### src/rtl/fmul_pipe.sv
// fmul_pipe -- pipelined IEEE-754 single-precision multiplier
//
// Latency is NSTAGE cycles (1..4) and throughput is one op per cycle.
// Every stage moves on a single shared advance signal, so a stalled
// consumer freezes the whole pipe and back-pressures the producer.
// Denormal operands are flushed to zero. NaN is treated as infinity.
//
// Build option:
//   FMUL_RNE_EN  defined   -> round to nearest-even (guard + sticky)
//                undefined -> truncate to 23 mantissa bits
//
// Parameters:
//   NSTAGE     pipeline depth in cycles, 1..4
//   TAGW       sideband tag width
// Ports:
//   clk        clock, rising edge
//   rstn       synchronous active-low reset
//   x1, x2     operands
//   in_tag     tag carried with the operands
//   in_valid   operands valid
//   in_ready   operands accepted this cycle (equals advance)
//   y          product
//   out_tag    tag of the op on y
//   ovf, unf   exponent overflow / underflow for the op on y
//   out_valid  y/out_tag/ovf/unf valid
//   out_ready  consumer accepts the result
module fmul_pipe #(
    parameter int NSTAGE = 3,
    parameter int TAGW   = 4
) (
    input  logic            clk,
    input  logic            rstn,
    input  logic [31:0]     x1,
    input  logic [31:0]     x2,
    input  logic [TAGW-1:0] in_tag,
    input  logic            in_valid,
    output logic            in_ready,
    output logic [31:0]     y,
    output logic [TAGW-1:0] out_tag,
    output logic            ovf,
    output logic            unf,
    output logic            out_valid,
    input  logic            out_ready
);

    // First stage: classified operands plus two 24x12 partial products.
    typedef struct packed {
        logic            valid;
        logic [TAGW-1:0] tag;
        logic            sign;
        logic            zero;
        logic            inf;
        logic [9:0]      exp;     // e1+e2-127, two's complement
        logic [35:0]     pp_hi;   // sig1 * sig2[23:12]
        logic [35:0]     pp_lo;   // sig1 * sig2[11:0]
    } mid_t;

    // Final result, as presented on the outputs.
    typedef struct packed {
        logic            valid;
        logic [TAGW-1:0] tag;
        logic [31:0]     y;
        logic            ovf;
        logic            unf;
    } res_t;

    logic advance;
    res_t out_q;

    assign advance  = ~out_q.valid | out_ready;
    assign in_ready = advance;

    function automatic mid_t decode(input logic            v,
                                    input logic [TAGW-1:0] t,
                                    input logic [31:0]     a,
                                    input logic [31:0]     b);
        mid_t        m;
        logic [23:0] sa;
        logic [23:0] sb;
        sa      = {1'b1, a[22:0]};
        sb      = {1'b1, b[22:0]};
        m.valid = v;
        m.tag   = t;
        m.sign  = a[31] ^ b[31];
        m.zero  = (a[30:23] == 8'h00) || (b[30:23] == 8'h00);
        m.inf   = (a[30:23] == 8'hFF) || (b[30:23] == 8'hFF);
        m.exp   = {2'b00, a[30:23]} + {2'b00, b[30:23]} - 10'd127;
        m.pp_hi = {12'b0, sa} * {24'b0, sb[23:12]};
        m.pp_lo = {12'b0, sa} * {24'b0, sb[11:0]};
        return m;
    endfunction

    function automatic res_t pack(input mid_t m);
        res_t        r;
        logic [47:0] prod;
        logic [22:0] mant;
        logic [9:0]  e;
`ifdef FMUL_RNE_EN
        logic        guard;
        logic        sticky;
        logic        carry;
`endif
        prod = {m.pp_hi, 12'b0} + {12'b0, m.pp_lo};
        if (prod[47]) begin
            mant = prod[46:24];
            e    = m.exp + 10'd1;
`ifdef FMUL_RNE_EN
            guard  = prod[23];
            sticky = |prod[22:0];
`endif
        end else begin
            mant = prod[45:23];
            e    = m.exp;
`ifdef FMUL_RNE_EN
            guard  = prod[22];
            sticky = |prod[21:0];
`endif
        end
`ifdef FMUL_RNE_EN
        // A carry out of the mantissa means the significand reached 2.0;
        // the wrapped mantissa of zero is then correct for 1.0 * 2^(e+1).
        {carry, mant} = {1'b0, mant} + {23'b0, guard & (sticky | mant[0])};
        if (carry) begin
            e = e + 10'd1;
        end
`endif
        r.valid = m.valid;
        r.tag   = m.tag;
        r.ovf   = 1'b0;
        r.unf   = 1'b0;
        if (m.zero) begin
            r.y = {m.sign, 31'b0};
        end else if (m.inf) begin
            r.y = {m.sign, 8'hFF, 23'b0};
        end else if ($signed(e) >= 10'sd255) begin
            r.y   = {m.sign, 8'hFF, 23'b0};
            r.ovf = 1'b1;
        end else if ($signed(e) <= 10'sd0) begin
            r.y   = {m.sign, 31'b0};
            r.unf = 1'b1;
        end else begin
            r.y = {m.sign, e[7:0], mant};
        end
        return r;
    endfunction

    generate
        if (NSTAGE == 1) begin : g_one
            always_ff @(posedge clk) begin
                if (!rstn) begin
                    out_q <= '0;
                end else if (advance) begin
                    out_q <= pack(decode(in_valid, in_tag, x1, x2));
                end
            end
        end else begin : g_multi
            mid_t mid_q;
            res_t res_q [NSTAGE-1];

            // Stage 1 holds partial products; stage 2 sums, normalises and
            // packs; any further stages only add delay.
            always_ff @(posedge clk) begin
                if (!rstn) begin
                    mid_q <= '0;
                    for (int i = 0; i < NSTAGE - 1; i++) begin
                        res_q[i] <= '0;
                    end
                end else if (advance) begin
                    mid_q    <= decode(in_valid, in_tag, x1, x2);
                    res_q[0] <= pack(mid_q);
                    for (int i = 1; i < NSTAGE - 1; i++) begin
                        res_q[i] <= res_q[i-1];
                    end
                end
            end

            assign out_q = res_q[NSTAGE-2];
        end
    endgenerate

    assign y         = out_q.y;
    assign out_tag   = out_q.tag;
    assign ovf       = out_q.ovf;
    assign unf       = out_q.unf;
    assign out_valid = out_q.valid;

endmodule
### config.mk
export PLATFORM = sky130hd
export DESIGN_NAME = fmul_pipe
export DESIGN_NICKNAME = d
export VERILOG_FILES = /design/src/rtl/fmul_pipe.sv
export SDC_FILE = /design/constraint.sdc
export NUM_CORES = 2
export LEC_CHECK = 0
export CELL_PAD_IN_SITES_DETAIL_PLACEMENT = 0
export CELL_PAD_IN_SITES_GLOBAL_PLACEMENT = 1
export CORE_MARGIN = 2
export CORE_UTILIZATION = 47
export DETAILED_ROUTE_END_ITERATION = 10
export DONT_BUFFER_PORTS = 1
export PLACE_DENSITY = 0.82
export SLEW_MARGIN = 5
export SYNTH_ARGS = -nofsm -noshare
export SYNTH_HDL_FRONTEND = slang
export SYNTH_SLANG_ARGS = --single-unit
### constraint.sdc
create_clock -name clk -period 6.6 [get_ports clk]
set_input_delay 1.65 -clock clk [delete_from_list [all_inputs] [get_ports clk]]
set_output_delay 1.65 -clock clk [all_outputs]
set_load 0.005 [all_outputs]
* Yosys cells after proc, flatten, opt, wreduce, memory -nomap -nowiden
Memory sizes are Yosys's and may differ from the RTL's. Cells that the tools add are included. Widths: inputs -> output; s select.
Cells by class: add/sub/neg operators 4, bitwise logic cells 5, eq/ne operators 2, reduce and logical (&&, ||, !) cells 4, order comparisons 2, multiplexer cells 23, multiply operators 2
Operator list (count):
- $mux 31 | 4
- $mux 39 | 2
- $mul 24x12->36 | 2
- $mux 32 | 2
- $add 48x36->48 | 1
- $mux 10 | 3
- $mux 23 | 1
- $eq 8x8->1 const B | 2
- $logic_not 8->1 | 2
- $add 10x1->10 const B | 1
- $ge 10x9->1 const B | 1
- $le 10x1->1 const B | 1
- $sub 9x7->10 const B | 1
- $add 8x8->9 | 1
- $mux 2 | 4
- $mux 1 | 7
- $or 1x1->1 | 3
- $logic_or 1x1->1 | 2
- $not 1->1 | 1
- $xor 1x1->1 | 1
Word-level totals: bits in registers 90, logic and storage cells 51, memories 1, bits in writable memories 78, output and inout bits 40, bits of input ports 72
Memories:
- g_multi.res_q | words 2, width 39, rd ports 2, clocked after memory_dff 0, wr ports 2, line 158 | res_t res_q [NSTAGE-1];

* Longest topological paths before layout
word-level depth 12, depth in mapped cells 25

* Least setup slack after synthesis
Ideal clock, no wire load.
path type in2reg, from in x1[1], to reg g_multi.mid_q[71] (netlist bit), buffers on the path 2, setup time 0.134 ns, setup slack -0.444 ns, cell stages on the path 23, arrival time 6.910 ns, cells stage by stage clkbuf_1 clkbuf_1 nand2_1 fa_1 fa_1 fa_1 inv_1 fa_1 inv_1 fa_1 inv_1 ha_1 a21o_1 a21oi_1 nor2b_1 a311oi_1 a21oi_1 o2111ai_1 a31oi_1 or4_1 a31oi_1 xnor2_1 a21oi_1
Between the ends: word-level cells in the longest chain between the ends 1
RTL lines:
- start: declaration | line 33 | input logic [31:0] x1,
- $mul 24x12->36 | line 88 | m.pp_hi = {12'b0, sa} * {24'b0, sb[23:12]};
- end signal: assignment | line 169 | mid_q <= decode(in_valid, in_tag, x1, x2);
- end: declaration | line 157 | mid_t mid_q;
No other way between the ends. A chain may end at the register's enable or synchronous reset.

* Worst setup path in the final report
from in x1[5], to reg g_multi.mid_q[58] (netlist bit)
Same word-level chain as after synthesis.

==> impl_metrics.ini <==
[cts]
cts-root-buf = clkbuf_16
cts.sinks = 156
cts_inserted_buffers = 17
clk_transition_reported_paths_ns = 0.06
ctsHoldBuffers = 0
ctsHtreeMaxLevel = 4
clk_latency_ns = 0.44
clk_path_buf_depth = 2
cts_tree = built

[run_status]
outcome = complete, no violations

[setup_path]
worstSetupPathType = in -> reg
r2r_start = g_multi.mid_q[22]$_SDFFE_PN0N_
r2r_slack_ns = 2.62
path_cells = inv_1, nor2_1, fa_1, inv_1, fa_1, inv_1, fa_1, fa_1, inv_1, fa_1, inv_1, ha_4, and3_4, o21ai_0, or2_2, o21ai_2, buf_4, a41oi_2, o21ai_0, a21oi_1, xor2_1, o21ai_0, and2_1
r2r_end = g_multi.res_q[0][2]$_SDFFCE_PP0P_
slowest_delay_ns = 0.54
crit_fanout = 22
worstPathArrival_ns = 6.77
end_kind = flip-flop
cp-start-kind = primary input
startpoint = x1[5]
path_delay_family = adder cells
path_buf_inv = 6
crit_slowest_cell = fa_1
r2r_cells = 12
required_ns = 6.94

[grt]
grt_pass1_vias = 20200
antenna_found_initial = 1
grt_max_degree = 106
grt_pass1_wl_um = 107000
overflow = 0
grtUsageTotal = 0.242

[timing]
final-max-slew-violation-count = 0
fin_crit_sh = 0.975
tightest_slew_ns = 0.916
slew_headroom = 0.388
setup_tns_ns = 0
finalSetupViolations = 0
fmax_mhz = 155
fin_crit_ns = 6.44
hold_viol_final = 0
fin_skew_ns = 0.00881

[hold_path]
hold_class = reg -> reg
min_from = g_multi.mid_q[87]$_SDFFE_PN0N_
holdPathEnd = g_multi.mid_q[87]$_SDFFE_PN0N_
hold_path_depth = 2

[layout]
layout_commonest_cell = inv_1
drive_gt1_frac = 0.0625
area_growth_pct = 5.93
nNetsFinal = 3531
layout.cells.most_common_list = inv_1 (578), nand2_1 (530), fa_1 (440)

[placement]
hpwl_um = 50800
gp_congestion = 0.905
port_buffers = 0

[routing]
dr_total_vias = 18800
drcViolationCount = 0
ant_nets = 0
drtIter0Drc = 1157
vias_per_cell = 5.30
routed_wl_um = 64800
drt_pass1_iterations = 5
post_drt_wl_per_cell_um = 18.3

[synthesis]
syn_nets = 3595
synth_warnings = 0
seq_area_frac_synth = 0.154
ys_types = 78
synth_top_area_share = 0.348
synth_edf_count = 78
synth_ff_type = edfxtp_1
synth_area_um2 = 25300
postSynthCellCount = 2901
synthTopCellsByArea = fa_1 (35%), edfxtp_1 (9.3%), ha_1 (9.0%), inv_1 (8.6%), nand2_1 (7.9%)
ys_seq_elements = 156
synth-async-reset-ratio = 0
synth_top_area_cell = fa_1
syn_avg_cell_area_um2 = 8.73

[power]
peakVddDrop_mv = 0.476
leakagePower_nw = 13.5
power_density_nw_per_um2 = 570
finalPower_mw = 15.3

[floorplanning]
die_w_um = 236
die_area_um2 = 55700
io_pins = 112
num_rows = 85
coreArea_um2 = 53500
initial_utilization = 0.473
die_h_um = 236

[job]
cap_violations = 0
## report_power, final
group / switching, mW / internal, mW
clock network: 0.436 / 0.534
registers: 0.199 / 1.37
logic: 6.75 / 5.99
## cells by family (layout without fill, tap and decap cells)
logic type / Yosys count / after routing / share of synthesized area
simple gates: 948 / 948 / 0.173
buf+inv: 763 / 712 / 0.119
fa+ha+maj: 622 / 622 / 0.438
compound gates: 326 / 326 / 0.0852
flops: 156 / 156 / 0.154
xor+xnor: 78 / 78 / 0.0270
mux: 8 / 8 / 0.00326
other cells: 0 / 1 / 0
## tightest hold or removal path, delay by kind of cell (launching register included)
kind               cells  cell delay (ns)
AOI/OAI and AO/OA      1             0.06
DFF                    1             0.30
and+or+nand+nor        1             0.05
## Yosys cell counts (9+ instances only)
master    count
dfxtp_1      78
a21boi_0     22
ha_1        182
nand2b_1      9
o21a_1       11
nand3_1      24
edfxtp_1     78
o21ai_0      90
o211a_1       9
buf_4        37
clkbuf_1    136
nor2b_1      17
o211ai_1      9
a31oi_1      11
and2_1      123
xor2_1       32
fa_1        440
nor2_1       86
nor4_1       11
nor3_1       42
a21o_1       34
nand2_1     530
a21oi_1      74
nand4_1      11
a211oi_1     10
and3_1       55
inv_1       582
or3_1        12
xnor2_1      46
## stage by stage
| stage | hold slack (ns) | setup WS [ns] | cell area [um^2] | utilization | std cells |
|---|---|---|---|---|---|
| finish | 0.462 | 0.162 | 26800 | 0.501 | 3547 |
| global route | 0.493 | -0.0555 | 26800 | 0.501 | 3546 |
| CTS | 0.463 | 0.0855 | 26800 | 0.500 | 3545 |
| detailed placement | 0.455 | -0.368 | 26200 | 0.489 | 3513 |
| global placement | 0.447 | -0.371 | 26200 | 0.489 | 3513 |
| floorplan | 0.429 | -0.0875 | 25500 | - | 2901 |
## layer usage
| layer | up-vias | part of all wire | track usage |
|---|---|---|---|
| met5 | - | 0 | 0 |
| met4 | 0 | 0.039 | 0.0907 |
| met3 | 113 | 0.063 | 0.0380 |
| met2 | 601 | 0.46 | 0.395 |
| met1 | 9318 | 0.44 | 0.326 |
| li1 | 8775 | - | - |
## area by class of cell
| type | instances | area [um^2] |
|---|---|---|
| Antenna cell | 1 | 2.50 |
| Clock buffer | 18 | 429 |
| Clock inverter | 14 | 153 |
| Fill cell | 4994 | 26700 |
| Inverter | 582 | 2190 |
| Multi-Input combinational cell | 1982 | 18500 |
| Sequential cell | 156 | 3900 |
| Tap cell | 696 | 871 |
| Timing Repair Buffer | 98 | 748 |
## flip-flops by register name (all words and copies together) (netlist names)
register	count
g_multi.mid_q	78
g_multi.res_q	78
## what timing repair did
item,4_1_cts,5_1_grt
buffers inserted,0,1
gates resized for setup,0,13
endpoints found under the setup margin,0,10
## how the worst max path moves through the flow
stage / to / slack [ns] / cells past startpoint
floorplan: g_multi.mid_q[29]$_SDFFE_PN0N_ / -0.09 / 21
global placement: g_multi.mid_q[29]$_SDFFE_PN0N_ / -0.37 / 20
detailed placement: g_multi.mid_q[29]$_SDFFE_PN0N_ / -0.37 / 20
CTS: g_multi.mid_q[29]$_SDFFE_PN0N_ / 0.09 / 20
global route: g_multi.mid_q[64]$_SDFFE_PN0N_ / -0.06 / 24
finish: g_multi.mid_q[58]$_SDFFE_PN0N_ / 0.16 / 23
Note: power is estimated with default switching activity, not from simulation.
